## src/rtl/chacha_stream_xor.sv

```systemverilog
// Streams 32-bit words XORed with ChaCha keystream blocks produced by an external block core.
// Define CHACHA_CTR_OVF_ERR_EN to add a sticky err output that stops the message on block-counter overflow.
module chacha_stream_xor #(
  parameter int unsigned CORE_WAIT = 0
) (
  input  logic         clk,
  input  logic         rst_n,
  input  logic         start,
  input  logic [255:0] key,
  input  logic [95:0]  nonce,
  input  logic [31:0]  ctr_init,
  output logic [511:0] core_state,
  input  logic [511:0] core_ks,
  input  logic [31:0]  din,
  input  logic         din_valid,
  input  logic         din_last,
  output logic         din_ready,
  output logic [31:0]  dout,
  output logic         dout_valid,
  input  logic         dout_ready,
  output logic         busy,
  output logic [31:0]  ctr,
`ifdef CHACHA_CTR_OVF_ERR_EN
  output logic         err,
`endif
  output logic         done
);

  typedef enum logic [1:0] {
    IDLE   = 2'd0,
    GEN    = 2'd1,
    STREAM = 2'd2
  } state_t;

  localparam logic [3:0] WAIT_LAST = 4'(CORE_WAIT);

  state_t        state;
  logic [3:0]    wait_cnt;
  logic [255:0]  key_r;
  logic [95:0]   nonce_r;
  logic [511:0]  ks_buf;
  logic [3:0]    idx;
  logic [31:0]   ks_word;
  logic          accept;

  assign core_state = {32'h61707865, 32'h3320646e, 32'h79622d32, 32'h6b206574,
                       key_r, ctr, nonce_r};

  assign busy      = (state != IDLE);
  assign din_ready = (state == STREAM) && (!dout_valid || dout_ready);
  assign accept    = din_valid && din_ready;

  always_comb begin
    ks_word = '0;
    for (int unsigned i = 0; i < 16; i++) begin
      if (idx == 4'(i)) ks_word = ks_buf[511 - 32*i -: 32];
    end
  end

  always_ff @(posedge clk or negedge rst_n) begin
    if (!rst_n) begin
      state      <= IDLE;
      wait_cnt   <= '0;
      key_r      <= '0;
      nonce_r    <= '0;
      ctr        <= '0;
      ks_buf     <= '0;
      idx        <= '0;
      dout       <= '0;
      dout_valid <= 1'b0;
      done       <= 1'b0;
`ifdef CHACHA_CTR_OVF_ERR_EN
      err        <= 1'b0;
`endif
    end else begin
      done <= 1'b0;
      if (dout_valid && dout_ready) dout_valid <= 1'b0;
      case (state)
        IDLE: begin
          if (start) begin
            key_r    <= key;
            nonce_r  <= nonce;
            ctr      <= ctr_init;
            wait_cnt <= '0;
            state    <= GEN;
`ifdef CHACHA_CTR_OVF_ERR_EN
            err      <= 1'b0;
`endif
          end
        end
        GEN: begin
          // core_ks is only trusted once the multicycle core path has settled
          if (wait_cnt == WAIT_LAST) begin
            ks_buf <= core_ks;
            idx    <= '0;
            state  <= STREAM;
          end else begin
            wait_cnt <= wait_cnt + 4'd1;
          end
        end
        STREAM: begin
          if (accept) begin
            dout       <= din ^ ks_word;
            dout_valid <= 1'b1;
            idx        <= idx + 4'd1;
            if (din_last) begin
              state  <= IDLE;
              done   <= 1'b1;
              idx    <= '0;
              ks_buf <= '0;
            end else if (idx == 4'hf) begin
`ifdef CHACHA_CTR_OVF_ERR_EN
              if (ctr == '1) begin
                err    <= 1'b1;
                state  <= IDLE;
                ks_buf <= '0;
              end else begin
                ctr      <= ctr + 32'd1;
                wait_cnt <= '0;
                state    <= GEN;
              end
`else
              ctr      <= ctr + 32'd1;
              wait_cnt <= '0;
              state    <= GEN;
`endif
            end
          end
        end
        default: state <= IDLE;
      endcase
    end
  end

endmodule

```

## config.mk

```make
export PLATFORM = sky130hd
export DESIGN_NAME = chacha_stream_xor
export DESIGN_NICKNAME = d
export VERILOG_FILES = /design/src/rtl/chacha_stream_xor.sv
export SDC_FILE = /design/constraint.sdc
export NUM_CORES = 2
export LEC_CHECK = 0
export BUFFER_PORTS_ARGS = -buffer_cell sky130_fd_sc_hd__buf_2
export CORE_AREA = 2 2 588 590
export DETAILED_ROUTE_END_ITERATION = 10
export DIE_AREA = 0 0 590 592
export GPL_ROUTABILITY_DRIVEN = 0
export GPL_TIMING_DRIVEN = 0
export PLACE_DENSITY = 0.34
export SETUP_SLACK_MARGIN = 0.05
export SLEW_MARGIN = 20
export SYNTH_ARGS = -nofsm -noshare
export SYNTH_HDL_FRONTEND = slang
export SYNTH_SLANG_ARGS = --single-unit
```

## constraint.sdc

```tcl
create_clock -name clk -period 3 [get_ports clk]
set_input_delay 0.6 -clock clk [delete_from_list [all_inputs] [get_ports clk]]
set_output_delay 0.6 -clock clk [all_outputs]
set_load 0.005 [all_outputs]
```

==> key figures <==
Run status
  – Status: finished, violations left
  – Failing checks: hold timing, setup timing

Finish
  – Design area: 69900 µm²
  – Area grow syn2layout: 69.7%
  – Fraction of layout cells with a size suffix above 1: 0.433
  – Util after Layout: 0.204
  – Nets: 6741
  – Post-Layout Cell Count: 10600

Placed design
  – Placed instance area: 55000 µm²
  – Dpl cells: 9366
  – Input/output buffers: 1385
  – Post-DP HPWL: 316 mm

Critical path
  – Critical Path Sink: dout[17]$_DFFE_PN0P_
  – Reg2reg path depth: 8
  – WP data arrival: 3.70 ns
  – Worst flop-to-flop path startpoint: idx[1]$_DFFE_PN0P_
  – Worst Setup End Kind: flip-flop
  – CP startpoint: idx[1]$_DFFE_PN0P_
  – Crit Path Class: reg -> reg
  – Worst flop-to-flop path endpoint: dout[17]$_DFFE_PN0P_
  – Reg2Reg Setup Slack: -0.04 ns
  – Highest net fanout along the worst path: 10
  – Crit path required time: approximately 3.7 ns
  – Kind of start point of the critical path: flip-flop

Detailed routing
  – DR vias/cell: 3.99
  – DR pass1 iterations: 5
  – Via count: 42100
  – WL/cell: 35.8 µm
  – Routed wire length: 378 mm
  – Antenna Nets Post-Route: 0
  – DRC Markers: 0
  – Drt first-iter violations: 3150

Yosys
  – Mapped cell area: 41200 µm²
  – Synth top cells by count: 940 x dfrtp_1, 512 x a22o_1, 321 x mux2_2
  – Yosys top cell area share: 0.571
  – Post-synth top flop: dfrtp_1
  – Post-synth ARST share: 1.00
  – Synth warnings: 0
  – Most common cell in the netlist: dfrtp_1
  – Synth area leader: dfrtp_1
  – Mapped Avg Cell Area: 12.6 µm²
  – Library cells used by synthesis: 78
  – Synth top area cells: dfrtp_1 57%, a22o_1 11%, mux2_2 8.8%
  – Post-synth EDFFs: 0
  – Synthesized flop and latch total: 940
  – Register area share after synthesis: 0.571
  – Mapped Cells: between 3000 and 4000

Power and ir drop
  – Max IR drop VDD: 0.420 mV
  – Final Total Pwr: 75.0 mW
  – Switch Pwr: 32.5 mW
  – Sequential share of power: 0.322
  – Combinational power share: 0.455
  – Pint: 42.4 mW
  – Clock share of power: 0.223
  – Pwr dens: 1070 nW/µm²
  – Leakage: 31.1 nW
  – Sw frac: 0.434

STA
  – Fin. Hold Viols: 98
  – Final WS setup: -0.0371 ns
  – Max-slew violation count: 0
  – Period utilization: 1.01
  – Final hold slack: -0.246 ns
  – Final min period: 3.04 ns
  – Worst slew pin tran: 1.24 ns
  – Setup TNS: -0.0371 ns
  – RSZ-0062 raised after global routing: yes
  – Max Fclk: 329 MHz
  – Worst slew margin: 0.175
  – Setup Viol. Count Final: 1
  – Clk_skew: 0.0550 ns

Global routing
  – Total grt overflow: 0
  – Vias in the first global route: around 42000
  – Initial antenna violation count: 337
  – GR Util All Layers: 0.209
  – Largest net degree at the start of global routing: 132
  – Global-route wire length before repair: ~470 mm

CTS
  – Hold-fix buffers, CTS: 791
  – Root Buffer: clkbuf_16
  – Clk sink count: 940
  – CTS Buf Count: 136
  – Clock-pin slew reported for the worst setup and hold paths after clock tree synthesis: 0.06 ns
  – Buffer levels on the longest clock path: 4
  – CTS tree: yes
  – CTS H-Tree Depth: 4
  – Worst-Skew Late Latency: 0.84 ns

Floorplanning
  – DIE WIDTH: 590 µm
  – Core box area: 342000 µm²
  – Die area: approximately 350000 µm²
  – I/O pin cnt: 1514
  – Die height: 592 µm
  – Row Count: 215
  – Initial Utilization: 0.120

Worst hold path
  – Hold Crit Class: in -> async

Job
  – Max_cap viols: 0
==> state kept, by name (all words and copies together), names as in the netlist, 2 cells and up <==
signal	cells
state	2
idx	4
key_r	256
ctr	32
wait_cnt	4
dout	32
nonce_r	96
ks_buf	512
==> per-layer routing <==
layer  wire length, µm  track usage
met3             26200       0.0514
met5               529            0
met1            124000        0.204
met2            207000        0.414
met4             20600       0.0831
==> critical path, cell delays in order, from the launching register on <==
cell	delay (ns)
dfrtp_2	0.45
ha_4	0.17
buf_12	0.18
buf_12	0.19
and3_1	0.83
a2bb2oi_1	0.29
o211ai_1	0.48
xnor2_1	0.19
o21ai_1	0.07
==> cells by family (layout without fill, tap and decap cells) <==
kind of cell / after synthesis / in the layout / share of synthesized area
AO/OA/AOI/OAI: 1051 / 1051 / 0.207
XOR/XNOR: 7 / 7 / 0.00149
adder cells (fa/ha/maj): 7 / 7 / 0.00213
buffers and inverters: 473 / 2969 / 0.0629
flip-flops: 940 / 940 / 0.571
multiplexers: 356 / 356 / 0.0972
other: 2 / 231 / 0.000182
AND/OR/NAND/NOR: 435 / 435 / 0.0581
==> placed cells by master (no fill, tap or decap), types with 79 or more instances in the layout <==
cell type	synthesis	final
dfrtp_1	940	933
conb_1	2	128
a22o_1	512	511
buf_4	190	259
dlygate4sd3_1	0	791
nand2_1	95	93
clkbuf_2	0	79
buf_2	59	1404
diode_2	0	103
clkbuf_16	0	143
mux2_2	321	321
clkbuf_1	193	98
==> power by group through the flow <==
stage	clock network, mW	registers [mW]	logic, mW
after floorplan	0	22.1	13.8
after global placement	0	24.2	30.6
after detailed placement	0	24.2	31.6
after CTS	17.2	24.1	34.2
after global routing	17.6	24.8	36.1
final	16.7	24.2	34.1
==> worst min-delay path by stage <==
stage / endpoint / slack, ns
2_1_floorplan: ctr[0]$_DFFE_PN0P_ / 0.30
4_1_cts: ks_buf[209]$_DFFE_PN0P_ / -0.27
3_5_place_dp: key_r[15]$_DFFE_PN0P_ / 0.47
6_report: ks_buf[240]$_DFFE_PN0P_ / -0.25
3_3_place_gp: dout[17]$_DFFE_PN0P_ / 0.47
5_1_grt: ks_buf[240]$_DFFE_PN0P_ / -0.24
==> metrics by stage <==
step | setup WS (ns) | hold WS, ns
4_1_cts | -0.154 | -0.272
2_1_floorplan | 0.621 | 0.304
3_3_place_gp | -21.89 | 0.468
6_report | -0.0371 | -0.246
3_5_place_dp | -2.47 | 0.469
5_1_grt | -0.0795 | -0.242
==> layout make-up <==
cell class,instances,area [µm²]
diodes,103,258
flip-flops and latches,940,23500
fillers,37500,273000
plain buffers,453,3340
multi-input cells,1984,16600
clock buffers,191,3930
clock inverters,40,485
inverters,16,78.8
well taps,4557,5700
repair buffers,2269,15900
==> timing repair <==
item / CTS / global route
buffers inserted: 37 / 24
endpoints found under the hold margin: 889 / 98
gates resized for setup: 391 / 150
pin swaps: 33 / 31
setup endpoints to repair: 942 / 191
gates cloned: 3 / 2
Power figures use the tool's default switching activity.
